===== src/rtl/bitblaster_program_feeder.sv =====
// bitblaster_program_feeder
// Autonomous instruction source for the Bitblaster 10-bit processor. Holds a
// small program memory, presents each word on DATA_OUT (plus the operand word
// for ld), pulses STEP until the processor reports DONE_IN, then advances.
// A run stops on a halt word (HALTED) or on a protocol fault (FAULT).
//
// Optional feature macro: FEEDER_RETIRE_COUNT_EN
//   defined   -> RETIRED is a 16-bit wrapping count of retired instructions
//   undefined -> RETIRED is tied to zero
//
// Ports:
//   CLK_50MHz   in  clock, rising edge
//   CLR         in  asynchronous active-high reset
//   GO          in  start request (sampled in IDLE/STOP)
//   PROG_WE     in  program memory write enable (ignored while BUSY)
//   PROG_ADDR   in  program memory write address
//   PROG_WDATA  in  program memory write data
//   DONE_IN     in  processor done flag
//   TIME_IN     in  processor timestep counter
//   DATA_OUT    out word presented to the processor data input
//   STEP        out one-cycle step strobe
//   PC_OUT      out address of the presented word
//   BUSY        out high while a run is in progress
//   HALTED      out sticky, halt word reached
//   FAULT       out sticky, protocol fault
//   RETIRED     out retired instruction count
module bitblaster_program_feeder #(
  parameter int ADDR_W     = 6,
  parameter int SETTLE_CYC = 4,
  parameter int MAX_STEPS  = 4
) (
  input  logic              CLK_50MHz,
  input  logic              CLR,
  input  logic              GO,
  input  logic              PROG_WE,
  input  logic [ADDR_W-1:0] PROG_ADDR,
  input  logic [9:0]        PROG_WDATA,
  input  logic              DONE_IN,
  input  logic [1:0]        TIME_IN,
  output logic [9:0]        DATA_OUT,
  output logic              STEP,
  output logic [ADDR_W-1:0] PC_OUT,
  output logic              BUSY,
  output logic              HALTED,
  output logic              FAULT,
  output logic [15:0]       RETIRED
);

  localparam int         DEPTH       = 1 << ADDR_W;
  localparam logic [7:0] SETTLE_LAST = 8'(SETTLE_CYC - 1);
  localparam logic [7:0] STEP_LIMIT  = 8'(MAX_STEPS);

  typedef enum logic [2:0] {
    S_IDLE, S_PRESENT, S_STROBE, S_OPND, S_SETTLE, S_CHECK, S_DONE_ST, S_STOP
  } state_t;

  state_t            state_q;
  logic [9:0]        data_q;
  logic              step_q;
  logic [ADDR_W-1:0] pc_q;
  logic              busy_q;
  logic              halted_q;
  logic              fault_q;
  logic [7:0]        settle_cnt_q;
  logic [7:0]        step_cnt_q;

  logic [9:0]        mem_q [DEPTH];

  logic [ADDR_W-1:0] pc_next_d;
  logic [9:0]        go_word_d;
  logic              go_start_d;
  logic              is_halt_d;
  logic              is_ld_d;

  // Program memory: writes only while idle, so a run never sees a changing word.
  always_ff @(posedge CLK_50MHz) begin
    if (PROG_WE && !busy_q) begin
      mem_q[PROG_ADDR] <= PROG_WDATA;
    end
  end

  assign pc_next_d  = pc_q + ADDR_W'(1);   // wraps naturally at 2^ADDR_W
  assign go_start_d = GO && (state_q == S_IDLE || state_q == S_STOP);
  // A write to address 0 in the GO cycle is forwarded so the run sees it.
  assign go_word_d  = (PROG_WE && (PROG_ADDR == '0)) ? PROG_WDATA : mem_q[0];
  assign is_halt_d  = (data_q[9:8] == 2'b01);
  assign is_ld_d    = (data_q[9:8] == 2'b00) && (data_q[3:0] == 4'b0000);

  always_ff @(posedge CLK_50MHz or posedge CLR) begin
    if (CLR) begin
      state_q      <= S_IDLE;
      data_q       <= '0;
      step_q       <= 1'b0;
      pc_q         <= '0;
      busy_q       <= 1'b0;
      halted_q     <= 1'b0;
      fault_q      <= 1'b0;
      settle_cnt_q <= '0;
      step_cnt_q   <= '0;
    end else begin
      step_q <= 1'b0;
      case (state_q)
        S_IDLE, S_STOP: begin
          if (go_start_d) begin
            pc_q         <= '0;
            halted_q     <= 1'b0;
            fault_q      <= 1'b0;
            data_q       <= go_word_d;
            settle_cnt_q <= '0;
            busy_q       <= 1'b1;
            state_q      <= S_PRESENT;
          end
        end
        S_PRESENT: begin
          if (is_halt_d) begin
            halted_q <= 1'b1;
            busy_q   <= 1'b0;
            state_q  <= S_STOP;
          end else if (TIME_IN != 2'b00) begin
            // Processor is mid-instruction when it should be at T0.
            fault_q <= 1'b1;
            busy_q  <= 1'b0;
            state_q <= S_STOP;
          end else if (settle_cnt_q == SETTLE_LAST) begin
            step_q  <= 1'b1;   // high during STROBE
            state_q <= S_STROBE;
          end else begin
            settle_cnt_q <= settle_cnt_q + 8'd1;
          end
        end
        S_STROBE: begin
          step_cnt_q   <= 8'd1;
          settle_cnt_q <= '0;
          if (is_ld_d) begin
            // Operand fetch: registered read lands as OPND is entered.
            pc_q    <= pc_next_d;
            data_q  <= mem_q[pc_next_d];
            state_q <= S_OPND;
          end else begin
            state_q <= S_SETTLE;
          end
        end
        S_OPND, S_SETTLE: begin
          if (settle_cnt_q == SETTLE_LAST) begin
            state_q <= S_CHECK;
          end else begin
            settle_cnt_q <= settle_cnt_q + 8'd1;
          end
        end
        S_CHECK: begin
          settle_cnt_q <= '0;
          if (DONE_IN) begin
            step_q  <= 1'b1;   // completing step, high during DONE_ST
            state_q <= S_DONE_ST;
          end else if (step_cnt_q == STEP_LIMIT) begin
            fault_q <= 1'b1;
            busy_q  <= 1'b0;
            state_q <= S_STOP;
          end else begin
            step_q     <= 1'b1;
            step_cnt_q <= step_cnt_q + 8'd1;
            state_q    <= S_SETTLE;
          end
        end
        S_DONE_ST: begin
          pc_q         <= pc_next_d;
          data_q       <= mem_q[pc_next_d];
          settle_cnt_q <= '0;
          state_q      <= S_PRESENT;
        end
        default: state_q <= S_IDLE;
      endcase
    end
  end

`ifdef FEEDER_RETIRE_COUNT_EN
  logic [15:0] retired_q;
  always_ff @(posedge CLK_50MHz or posedge CLR) begin
    if (CLR) begin
      retired_q <= '0;
    end else if (go_start_d) begin
      retired_q <= '0;
    end else if (state_q == S_DONE_ST) begin
      retired_q <= retired_q + 16'd1;
    end
  end
  assign RETIRED = retired_q;
`else
  assign RETIRED = 16'd0;
`endif

  assign DATA_OUT = data_q;
  assign STEP     = step_q;
  assign PC_OUT   = pc_q;
  assign BUSY     = busy_q;
  assign HALTED   = halted_q;
  assign FAULT    = fault_q;

endmodule

===== config.mk =====
export PLATFORM = sky130hd
export DESIGN_NAME = bitblaster_program_feeder
export DESIGN_NICKNAME = d
export VERILOG_FILES = /design/src/rtl/bitblaster_program_feeder.sv
export SDC_FILE = /design/constraint.sdc
export NUM_CORES = 1
export LEC_CHECK = 0
export BUFFER_PORTS_ARGS = -buffer_cell sky130_fd_sc_hd__buf_2
export CORE_ASPECT_RATIO = 1.25
export CORE_MARGIN = 2
export CORE_UTILIZATION = 50
export DETAILED_ROUTE_END_ITERATION = 10
export PLACE_DENSITY = 0.66
export SETUP_SLACK_MARGIN = 0.5
export SKIP_CTS_REPAIR_TIMING = 1
export SLEW_MARGIN = 20
export SYNTH_ARGS = -nofsm -noshare
export SYNTH_HDL_FRONTEND = slang
export SYNTH_SLANG_ARGS = --single-unit

===== constraint.sdc =====
create_clock -name CLK_50MHz -period 3 [get_ports CLK_50MHz]
set_clock_uncertainty 0.15 [all_clocks]
set_input_delay 0 -clock CLK_50MHz [delete_from_list [all_inputs] [get_ports CLK_50MHz]]
set_output_delay 0 -clock CLK_50MHz [all_outputs]
set_load 0.05 [all_outputs]

==> metrics.md <==
| Metric | Value |
|---|---|
| Layout Cells excl Fill | `2609` |
| Crit. End Element | `flop` |
| Largest net degree at the start of global routing | `65` |
| Global route overflow | `0` |
| Via density | `6.01` |
| Drt first pass iters | `7` |
| Synthesis-to-layout area growth | `18.8%` |
| Prevailing post-synth register cell | `edfxtp_1` |
| GP Congestion | `0.944` |
| Achievable frequency | `about 370 MHz` |
| Dpl cells | `between 2000 and 2500` |
| Mapped Cells | `around 1600` |
| Fraction of registers with async set/reset | `0.0574` |
| Mapped Area | `roughly 28000 sq um` |
| Critical Path RT | `3.33 ns` |
| Kind of critical path | `reg -> reg` |
| Chip height | `roughly 270 um` |
| Final HPWL from detailed placement | `roughly 45000 um` |
| Final nets | `1849` |
| Drt total wl | `between 70000 and 80000 um` |
| Vias in the first global route | `approximately 16000` |
| Final hold vios | `20` |
| Critical path launch point type | `flop` |
| First-pass GRT wire length | `102000 um` |
| Drt wl/cell | `between 20 and 30 um` |
| Max-Cap Viols | `0` |
| Synth Register Bits | `between 600 and 700` |
| Final Power | `27.8 mW` |
| Clock Sinks | `around 680` |
| Synthesis Warnings | `0` |
| Worst skew pair latency | `around 0.60 ns` |
| Routed Antenna Nets | `0` |
| GRT Util Overall | `0.246` |
| Fin crit share | `0.900` |
| Leakage power | `between 10 and 15 nW` |
| Share of cells above drive strength 1 | `0.299` |
| CTS max path bufs | `3` |
| Initial antenna violation count | `3` |
| Worst Tran Pin Value | `about 0.83 ns` |
| Root buffer selected by CTS | `clkbuf_16` |
| PwrDens | `approximately 850 nW/um^2` |
| CTS tree | `yes` |
| Ports | `~60` |
| Core area | `54800 sq um` |
| Worst hold path class | `in -> async` |
| Slew Limit Fails | `0` |
| Initial Util | `0.504` |
| Setup_tns | `0 ns` |
| Number of synthesized flops with an enable pin | `between 600 and 700` |
| Reg clk slew, reported paths | `around 0.060 ns` |
| Iteration-0 DRC Markers | `1579` |
| Min cycle time layout | `approximately 2.7 ns` |
| DRC Markers | `0` |
| Worst vdd ir | `around 450 uV` |
| Via count | `roughly 16000` |
| Mean Syn Cell Area | `17.4 sq um` |
| Relative slew slack | `0.446` |
| CP arrival | `3.03 ns` |
| I/O Buffers | `42` |
| Hold slack | `-0.0305 ns` |
| Row count | `between 90 and 100` |
| Synth cell types | `74` |
| Violated checks | `hold timing` |
| Die X | `about 210 um` |
| CTS Buf Count | `between 60 and 70` |
| Die ar. | `about 57000 sq um` |
| CP max FO | `13` |
| RSZ-0062 raised after global routing | `yes` |
| Final setup fails | `0` |
| Status | `finished, violations left` |
| H-Tree Depth | `3` |
| Sequential-to-total area share from yosys stat | `0.731` |
stage by stage:
step / cell area (sq um) / utilization / setup slack [ns]
2_1_floorplan: 27900 / - / 0.418
3_3_place_gp: 29700 / 0.542 / -0.381
3_5_place_dp: 29700 / 0.542 / -0.294
4_1_cts: 31800 / 0.581 / -0.324
5_1_grt: 32800 / 0.599 / 0.178
6_report: 32800 / 0.599 / 0.299
Yosys cell counts, types with 8 or more instances:
cell type	n	area, sq um
o211ai_1	8	60.1
buf_6	11	124
dfrtp_1	39	976
buf_2	42	210
inv_1	11	41.3
xor2_1	8	70.1
a21oi_1	10	50.1
nor2_1	128	480
nand4_1	11	68.8
nand2_1	181	679
a211o_1	9	78.8
o2111ai_1	9	78.8
a2111oi_0	9	78.8
mux2i_1	22	220
a32o_1	9	90.1
buf_4	27	203
clkbuf_1	22	82.6
nand3_1	68	340
o21ai_0	37	185
mux4_2	142	3200
edfxtp_1	640	19200
o22ai_1	9	56.3
a41oi_1	8	70.1
nor3_1	15	75.1
xnor2_1	9	78.8
worst paths after layout:
kind / cells after the start / endpoint / startpoint / slack [ns]
worst max-delay path: 9 / DATA_OUT[8] / PC_OUT[0] / 0.30
worst min-delay path: 3 / step_cnt_q[1] / CLR / -0.03
worst max register to register: 9 / DATA_OUT[8] / PC_OUT[0] / 0.30
worst min register to register: 1 / HALTED / HALTED / 0.37
max in group asynchronous: 4 / PC_OUT[0] / CLR / 1.90
min in group CLK_50MHz: 2 / mem_q[1][5] / PROG_WDATA[5] / 0
cells in the final DEF, fill, tap and decap left out, types with 8 or more instances in the layout:
| master | Yosys | routed |
|---|---|---|
| nand2_1 | 181 | 180 |
| inv_1 | 11 | 11 |
| nand4_1 | 11 | 11 |
| buf_2 | 42 | 42 |
| buf_4 | 27 | 169 |
| dlygate4sd3_1 | 0 | 16 |
| edfxtp_1 | 640 | 640 |
| mux2i_1 | 22 | 15 |
| clkinv_2 | 0 | 14 |
| dfrtp_1 | 39 | 36 |
| conb_1 | 1 | 16 |
| a21oi_1 | 10 | 9 |
| xor2_1 | 8 | 8 |
| o21ai_0 | 37 | 37 |
| clkinv_1 | 0 | 9 |
| a211o_1 | 9 | 9 |
| buf_12 | 0 | 15 |
| nor2_1 | 128 | 123 |
| xnor2_1 | 9 | 8 |
| o211ai_1 | 8 | 8 |
| mux4_2 | 142 | 142 |
| clkbuf_16 | 0 | 77 |
| nor3_1 | 15 | 12 |
| nand3_1 | 68 | 66 |
| clkbuf_1 | 22 | 15 |
cell families after synthesis:
family | count (synthesis) | synth area share
compound gates | 139 | 0.0365
xor+xnor | 18 | 0.00598
fa+ha+maj | 4 | 0.00181
buf+inv | 116 | 0.0244
flops | 679 | 0.731
mux | 168 | 0.125
other cells | 1 | 0.000136
simple gates | 460 | 0.0749
critical path, cell delays in order (launching register included):
cell and delay, ns:
dfrtp_4 0.45, buf_12 0.13, buf_16 0.17, buf_16 0.17
clkbuf_16 0.19, mux4_2 0.52, mux2i_1 0.19, a32o_2 0.21
a2111oi_4 0.10, a211o_1 0.28
metal layers:
layer / wire length (um) / track usage / part of all wire / up-vias
li1: - / - / - / 6723
met1: 26400 / 0.315 / 0.37 / 8060
met2: 35500 / 0.415 / 0.50 / 737
met3: 6240 / 0.0479 / 0.088 / 161
met4: 2830 / 0.103 / 0.040 / 4
met5: 21 / 0 / 0.00030 / -
area by class of cell:
cell class                      count  area (sq um)
Tap cell                          735           920
Clock inverter                     32           285
Fill cell                        3996         22000
Timing Repair Buffer              259          2310
Inverter                           11          41.3
Multi-Input combinational cell    805          7200
Sequential cell                   679         20200
Clock buffer                       87          1850
Antenna cell                        1          2.50
power by group:
group,internal (mW),total (mW),switching (mW)
clock network,4.77,8.20,3.43
logic,4.03,8.75,4.73
registers,10.6,10.8,0.225
flip-flops by register name (all words and copies together), names as in the netlist:
register / cells
STEP: 1
settle_cnt_q: 8
DATA_OUT: 10
BUSY: 1
FAULT: 1
step_cnt_q: 8
PC_OUT: 6
HALTED: 1
state_q: 3
mem_q: 640
(Power assumes the default switching activity.)
